**config.mk**
```make
export PLATFORM = sky130hd
export DESIGN_NAME = pulse_meas_sched
export DESIGN_NICKNAME = d
export VERILOG_FILES = /design/src/rtl/pulse_meas_sched.sv
export SDC_FILE = /design/constraint.sdc
export NUM_CORES = 1
export LEC_CHECK = 0
export BUFFER_PORTS_ARGS = -buffer_cell sky130_fd_sc_hd__buf_2
export CORE_UTILIZATION = 30
export DETAILED_ROUTE_END_ITERATION = 8
export HOLD_SLACK_MARGIN = 0.15
export PLACE_DENSITY_LB_ADDON = 0.1
export SYNTH_ARGS = -nofsm -noshare
export SYNTH_HDL_FRONTEND = slang
export SYNTH_SLANG_ARGS = --single-unit
```
**constraint.sdc**
```tcl
create_clock -name i_clk -period 6.9 [get_ports i_clk]
set_input_delay 0.345 -clock i_clk [delete_from_list [all_inputs] [get_ports i_clk]]
set_output_delay 0.345 -clock i_clk [all_outputs]
set_load 0.03 [all_outputs]
```
**src/rtl/pulse_meas_sched.sv**
```systemverilog
// pulse_meas_sched: shares one pulse-period engine across CH_NUM inputs, scanning enabled channels in ascending order.
// Ports: i_clk/i_rst (sync, active-high); i_start + i_ch_mask begin a scan; i_pulse are the channel inputs;
//        o_busy/o_done give scan status; o_res_* with o_res_vld/i_res_rdy return one result per channel.
// Optional: define PMS_CONT_SCAN_EN to add i_stop and make the scan wrap around until stopped.
module pulse_meas_sched #(
    parameter int CH_NUM  = 4,
    parameter int CNT_W   = 16,
    parameter int AVG_N   = 4,
    parameter int TIMEOUT = 1000
) (
    input  logic                      i_clk,
    input  logic                      i_rst,
    input  logic                      i_start,
    input  logic [CH_NUM-1:0]         i_ch_mask,
    input  logic [CH_NUM-1:0]         i_pulse,
`ifdef PMS_CONT_SCAN_EN
    input  logic                      i_stop,
`endif
    output logic                      o_busy,
    output logic                      o_done,
    output logic                      o_res_vld,
    input  logic                      i_res_rdy,
    output logic [$clog2(CH_NUM)-1:0] o_res_ch,
    output logic [CNT_W-1:0]          o_res_period,
    output logic                      o_res_timeout
);
    localparam int CH_W  = $clog2(CH_NUM);
    localparam int SH    = $clog2(AVG_N);
    localparam int ACC_W = CNT_W + SH;
    localparam int EC_W  = SH + 1;
    localparam int GAP_W = $clog2(TIMEOUT + 1);

    typedef enum logic [2:0] {IDLE, SELECT, ARM, MEAS, REPORT} state_t;

    state_t            r_state;
    logic [CH_NUM-1:0] r_mask;
    logic [CH_W-1:0]   r_ch;
    logic              r_sel;
    logic [1:0]        r_hist;
    logic [GAP_W-1:0]  r_gap;
    logic [ACC_W-1:0]  r_acc;
    logic [EC_W-1:0]   r_ecnt;
    logic              r_busy;
    logic              r_done;
    logic              r_vld;
    logic [CH_W-1:0]   r_res_ch;
    logic [CNT_W-1:0]  r_res_period;
    logic              r_to;

    logic              w_edge;
    logic              w_gap_to;
    logic              w_fin_to;
    logic              w_fin_ok;
    logic              w_end;
    logic              w_hi_vld;
    logic              w_lo_vld;
    logic [CH_W-1:0]   w_hi_ch;
    logic [CH_W-1:0]   w_lo_ch;
    logic [CH_NUM-1:0] w_lo_src;
    logic [ACC_W-1:0]  w_acc_nx;

    assign w_edge   = r_hist[0] & ~r_hist[1];
    assign w_gap_to = r_gap == GAP_W'(TIMEOUT - 1);
    assign w_acc_nx = r_acc + 1'b1;
    // In IDLE the lowest-bit search looks at the incoming mask; otherwise at the latched one (for wrap).
    assign w_lo_src = (r_state == IDLE) ? i_ch_mask : r_mask;
    // An all-ones accumulator cannot absorb this cycle's increment, so it is treated as overflow.
    assign w_fin_to = (r_state == ARM && !w_edge && w_gap_to) ||
                      (r_state == MEAS && ((&r_acc) || (!w_edge && w_gap_to)));
    assign w_fin_ok = r_state == MEAS && !(&r_acc) && w_edge && r_ecnt == EC_W'(AVG_N - 1);

    always_comb begin
        w_hi_vld = 1'b0;
        w_hi_ch  = '0;
        w_lo_vld = 1'b0;
        w_lo_ch  = '0;
        for (int i = CH_NUM - 1; i >= 0; i--) begin
            if (r_mask[i] && i > int'(r_ch)) begin
                w_hi_vld = 1'b1;
                w_hi_ch  = CH_W'(i);
            end
            if (w_lo_src[i]) begin
                w_lo_vld = 1'b1;
                w_lo_ch  = CH_W'(i);
            end
        end
    end

`ifdef PMS_CONT_SCAN_EN
    logic r_stop;
    always_ff @(posedge i_clk) begin
        if (i_rst || r_state == IDLE)
            r_stop <= 1'b0;
        else
            r_stop <= r_stop | (r_busy & i_stop);
    end
    assign w_end = r_stop | i_stop;
`else
    assign w_end = ~w_hi_vld;
`endif

    always_ff @(posedge i_clk) begin
        if (i_rst) begin
            r_state      <= IDLE;
            r_mask       <= '0;
            r_ch         <= '0;
            r_sel        <= 1'b0;
            r_hist       <= '0;
            r_gap        <= '0;
            r_acc        <= '0;
            r_ecnt       <= '0;
            r_busy       <= 1'b0;
            r_done       <= 1'b0;
            r_vld        <= 1'b0;
            r_res_ch     <= '0;
            r_res_period <= '0;
            r_to         <= 1'b0;
        end else begin
            r_hist <= {r_hist[0], i_pulse[r_ch]};
            r_done <= 1'b0;
            case (r_state)
                IDLE: if (i_start) begin
                    r_mask <= i_ch_mask;
                    r_ch   <= w_lo_ch;
                    r_sel  <= 1'b0;
                    r_busy <= w_lo_vld;
                    r_done <= ~w_lo_vld;
                    if (w_lo_vld)
                        r_state <= SELECT;
                end
                // Two cycles let both history bits refill from the new channel.
                SELECT: begin
                    r_sel <= 1'b1;
                    if (r_sel) begin
                        r_state <= ARM;
                        r_gap   <= '0;
                    end
                end
                ARM: if (w_edge) begin
                    r_state <= MEAS;
                    r_acc   <= '0;
                    r_ecnt  <= '0;
                    r_gap   <= '0;
                end else begin
                    r_gap <= r_gap + 1'b1;
                end
                MEAS: begin
                    r_acc <= w_acc_nx;
                    if (w_edge) begin
                        r_ecnt <= r_ecnt + 1'b1;
                        r_gap  <= '0;
                    end else begin
                        r_gap <= r_gap + 1'b1;
                    end
                end
                REPORT: if (i_res_rdy) begin
                    r_vld <= 1'b0;
                    if (w_end) begin
                        r_state <= IDLE;
                        r_busy  <= 1'b0;
                        r_done  <= 1'b1;
                    end else begin
                        r_state <= SELECT;
                        r_sel   <= 1'b0;
                        r_ch    <= w_hi_vld ? w_hi_ch : w_lo_ch;
                    end
                end
                default: r_state <= IDLE;
            endcase
            if (w_fin_to || w_fin_ok) begin
                r_state      <= REPORT;
                r_vld        <= 1'b1;
                r_res_ch     <= r_ch;
                r_res_period <= w_fin_to ? '1 : w_acc_nx[ACC_W-1:SH];
                r_to         <= w_fin_to;
            end
        end
    end

    assign o_busy        = r_busy;
    assign o_done        = r_done;
    assign o_res_vld     = r_vld;
    assign o_res_ch      = r_res_ch;
    assign o_res_period  = r_res_period;
    assign o_res_timeout = r_to;
endmodule

```
# Word-level counts from Yosys, hierarchy flattened
# Index checks and enable logic that the tools add are counted.
# totals
ff_bits	65
word_cells	134
# classes
add_sub_neg	3
order_cmp	4
n_eq_ne	20
mux	53
bitwise	4
n_reduce_logical	35
# op_table
op	count
$pmux 18 s2	1
$mux 3	8
$mux 1	21
$mux 10	2
$mux 2	10
$pmux 10 s2	1
$add 18x1->18 const B	1
$mux 18	1
$reduce_and 18->1	1
$mux 16	1
$ne 2x2->1 const B	8
$pmux 3 s5	1
$reduce_and 4->1	3
$reduce_and 6->1	2
$add 10x1->10 const B	1
$eq 10x10->1 const B	1
$logic_and 1x1->1	10
$reduce_bool 2->1	5
$eq 3x2->1 const B	3
$ne 3x2->1 const B	3
$reduce_and 2->1	4
$ne 3x3->1 const B	2
$pmux 3 s2	1
$gt 2x2->1 const A	2
other kinds (19)	26

# Longest topological paths before layout
# logic_depth
depth_word	10
depth_mapped	8
ltp_nobuf	6

# Least setup slack after synthesis
# No wires, ideal clock.
# synth_timing
path_kind	reg-to-reg
from	reg r_acc[0]
to	reg r_res_period[11] (netlist: o_res_period[11])
arrival_time_ps	2078
required_time_ps	6763
slack_ps	4685
stages_incl_launch_ff	9
path_cell_list	dfxtp_1 > ha_1 > nand4_2 > or4_1 > buf_2 > o21a_1 > buf_2 > nor3_1 > a211oi_2
# synth_between
elab_chain_cells	6
elab_cells_between_ends	11
classes_between	add/sub: 1; mux: 1; reduce/logical: 9
# synth_rtl
item	line_no	source
start, declared	41	logic [ACC_W-1:0] r_acc;
start signal, assigned	148	r_acc <= w_acc_nx;
parallel branches: the longest is 6 deep, another holds $add 18x1->18	--	
end signal, assigned	174	r_res_period <= w_fin_to ? '1 : w_acc_nx[ACC_W-1:SH];
end, declared	47	logic [CNT_W-1:0] r_res_period;
# Several ways; the timed one is not identified.
# A chain may end at the register's enable or synchronous reset.

# Final worst setup path
# layout_timing
from	reg r_acc[0]
to	reg r_res_ch[0] (netlist: o_res_ch[0])
# layout_between
elab_chain_cells	6
elab_cells_between_ends	9
classes_between	reduce/logical: 9
# layout_rtl
item	line_no	source
$reduce_and 18->1 (*)	69, 70	
$logic_not 1->1	70	assign w_fin_ok = r_state == MEAS && !(&r_acc) && w_edge && r_ecnt == EC_W'(AVG_N - 1);
$logic_and 1x1->1 (3 in series)	70	
$logic_or 1x1->1 (*)	170	if (w_fin_to || w_fin_ok) begin
end signal, assigned	173	r_res_ch <= r_ch;
end, declared	46	logic [CH_W-1:0] r_res_ch;
# Every way passes the cells marked *; elsewhere a longest branch is shown, timed or not.

==> reports/summary.md <==
The flow ran to the end, and the final reports show no timing, DRC or antenna violations. The summed instance area of the synthesized netlist came out at 3230 µm². Share of the synthesized area in the top cell type: 0.397. After clock tree synthesis, the setup repair step added 0 buffers. The detailed placement HPWL came out at 5020 µm. The type of destination of the critical path was a flop. Setup violations remaining at the end of the flow were counted as 0. The tools report the first-pass GRT wire length as 12600 µm. The global-route met2 utilization is 0.242, and the fraction of power spent switching nets is 0.228.

During placement, the flow inserted port buffers numbering 33. Synthesis produced 366 cells. The worst register-to-register path has a setup slack of 3.87 ns. Layout cell share with drive strength beyond 1: 0.202. The register share of total power is 0.493. The met3 capacity usage during global routing is 0.0346, and the total wirelength of the detailed-routed design is 7330 µm. CTS placed an instance of clkbuf_8 at the clock tree root. The net count reported at finish was 403.

The worst reg-to-reg path cell count works out to 6. The commonest register cell after synthesis was dfxtp_1. The number of max-slew violations in the final report is 0, and the clock latency reported for the late side of the worst-skew pair is 0.34 ns. The routability congestion estimate is 0.760, and the final critical-path required period is 3.03 ns. The run gives 2650 as the number of global-route vias before repair. The tools report the remaining max-slew budget at the tightest pin as 0.228. The worst register-to-register path begins at r_acc[0]. The die boundary height came out at 106 µm. The tools report the worst min-delay path endpoint as r_mask[2]. The global-route usage over all layers was 0.139; the final period utilization was 0.439. The tools report the power share of the combinational group as 0.053. In this run the mean area of a mapped cell was 8.82 µm². The logs give 0 for the total of max-cap violations and 2 for the maximum count of clock buffers along a single path.

The endpoint of the most critical register-to-register path is o_res_ch[0]. The number of nets handed over by synthesis was 382. The met1 usage in global routing was 0.167. Peak-usage layer in the global routing report: met2. Compared with the post-synthesis result, the final layout area differs by 13.9%.

Number of primary I/O pins: 34. The critical-path maximum fanout is 22. The required time at the worst-slack endpoint came out at 7.12 ns. The logs give 0 for the number of hold violations in the final report and 0.330 GHz for the peak clock frequency supported by timing. Summed over all instances, the cell type with the most area after synthesis is dfxtp_1. For the number of nets still failing antenna checks after routing, the log shows 0. The cell depth of the worst min-delay path came out at 3.

STA classifies the critical path startpoint as a flop. At the pin with the least slew margin, the transition time is 1.16 ns. Ranked by total cell area, the synthesized netlist is headed by dfxtp_1 (40%), nor2_1 (4.8%), a211oi_2 (4.7%). The die is 106 µm wide. The run gives 10400 µm² as the placeable core region.

Number of vias in the routed layout: 2608. Dividing the detail-routed wire length by the instance count gives 13.9 µm. dfxtp_1 is the most common cell in the netlist.

The clock transition at the registers of the reported paths was 0.07 ns. Yosys mapped the design onto 52 distinct sky130hd cell types. For this run the aggregate overflow at the end of global routing stands at 0.

Yosys printed 0 warnings. After layout, the design draws a total of 0.000773 W. The run gives 58 as the maximum number of pins on one net before global-route repair.

For this design the ratio of total power to cell area is 210 nW/µm². TritonCTS built the clock tree. The logs give 37 for the standard-cell row count and 11200 µm² for the die footprint.

The tools report the setup skew after layout as 0.0133 ns. The tools report the highest ir drop seen on vdd as 0.0910 mV. Synthesis inferred 64 register bits.

For the post-cts sizing count, the log shows 0. In this run the worst hold path is classified as primary input to flop. The total negative setup slack came out at 0 ns.

By startpoint and endpoint, the worst setup path is classified as flop to flop. The tools report the proportion of synthesized chip area in sequential cells as 0.397. TritonCTS created 9 clock buffers. In this run the static leakage power is 1.31 nW. The total number of H-tree levels is 3, and the number of sinks handled by clock tree synthesis is 64. The net switching power of the design is 0.000176 W, and the number of enable flip-flop cells after synthesis is 0.

The number of antenna violations at the first check in global routing is 0. By count the netlist is led by dfxtp_1 (64), nor2_1 (41), a21oi_1 (26), nand2_1 (22), clkbuf_1 (16). The post-synthesis async set-or-reset flop share is 0. The tools report the clock share of power as 0.454. After clock tree synthesis, the flow added hold-fix buffers numbering 0. In the routed design, unresolved DRC markers number 0. Starting density of the core: 0.311.

The internal portion of the total power is 0.000597 W. For this block, the initial DRC count from the detailed router was 78. The pre-antenna-repair detailed-routing pass consisted of 4 iterations. Dividing the detail-routed via count by the number of cells gives 4.94.

The hold path startpoint was i_ch_mask[2]. The repair_antennas step left the layout with diodes totalling 0. The endpoint arrival time on the critical path came out at 3.25 ns. Setup repair after global routing left no endpoint under its margin.
area by class of cell:
type | instances | area, µm²
clock buffer | 14 | 183
inverter | 3 | 11.3
timing repair buffer | 35 | 180
multi-input combinational | 274 | 1820
sequential | 64 | 1280
tap | 136 | 170
clock inverter | 2 | 35.0
fill | 1104 | 6690
critical path, cell delays in order (launching register included):
cell and delay (ns):
dfxtp_1 0.39, ha_1 0.28, nand4_2 0.18, or4_1 0.71
o32ai_4 0.98, nor2_1 0.19, mux2i_1 0.18
layer usage:
layer / routed length [µm] / vias to the layer above
met5: 0 / -
met4: 91 / 0
met3: 237 / 7
met2: 3570 / 42
met1: 3420 / 1201
li1: - / 1358
sequential cells by signal (all words and copies together), names as in the netlist:
register and count:
r_sel 1, r_acc 18, o_res_ch 2, r_ch 2, o_busy 1, r_state 3, o_done 1, r_gap 10
o_res_timeout 1, r_hist 2, r_mask 3, o_res_vld 1, o_res_period 16, r_ecnt 3
layout by cell type, fill, tap and decap left out, drive strengths merged, types with 3 or more instances in the layout:
master,instances
ha,4
or3,4
nor3,25
nor4,3
o21a,4
dfxtp,64
and3,6
clkbuf,14
a211oi,14
nand4,10
a21o,6
nand3,11
mux2i,5
a21oi,26
a22oi,5
nand2b,7
nor2b,6
xnor2,13
buf,35
nor4b,3
inv,3
nor2,41
nand2,22
a31oi,3
o21ai,16
xor2,12
nand3b,5
cells by family (layout without fill, tap and decap cells):
family	Yosys count	after routing	share of synthesized area
compound gates	85	85	0.192
xor+xnor	25	25	0.0678
fa+ha+maj	4	4	0.0155
buf+inv	28	54	0.0407
flops	64	64	0.397
mux	6	6	0.0225
simple gates	154	154	0.265
stage by stage:
step / hold slack [ns] / cells / util / cell area, µm² / worst slack, ns
floorplan: 0.432 / 366 / - / 3230 / 4.69
global placement: 0.437 / 512 / 0.333 / 3460 / 3.91
detailed placement: 0.453 / 512 / 0.333 / 3460 / 3.89
CTS: 0.278 / 528 / 0.354 / 3680 / 3.86
global route: 0.311 / 528 / 0.354 / 3680 / 3.62
finish: 0.284 / 528 / 0.354 / 3680 / 3.87
power groups by stage:
stage	Clock, W	Sequential (W)	Combinational (W)
4_1_cts	0.000363	0.000381	0.0000415
3_5_place_dp	0	0.000390	0.0000413
5_1_grt	0.000379	0.000382	0.0000463
3_3_place_gp	0	0.000390	0.0000417
6_report	0.000351	0.000381	0.0000408
2_1_floorplan	0	0.000388	0.0000312
worst max-delay path by stage:
stage	from	end	slack, ns	depth (start not counted)
after floorplan	r_acc[0]	o_res_period[11]	4.69	8
after global placement	r_acc[0]	o_res_ch[0]	3.91	6
after detailed placement	r_acc[0]	o_res_ch[0]	3.89	6
after CTS	r_acc[0]	o_res_ch[0]	3.86	6
after global routing	r_state[2]	o_res_ch[0]	3.62	5
final	r_acc[0]	o_res_ch[0]	3.87	6
No activity file was read; power rests on OpenSTA's default activity.
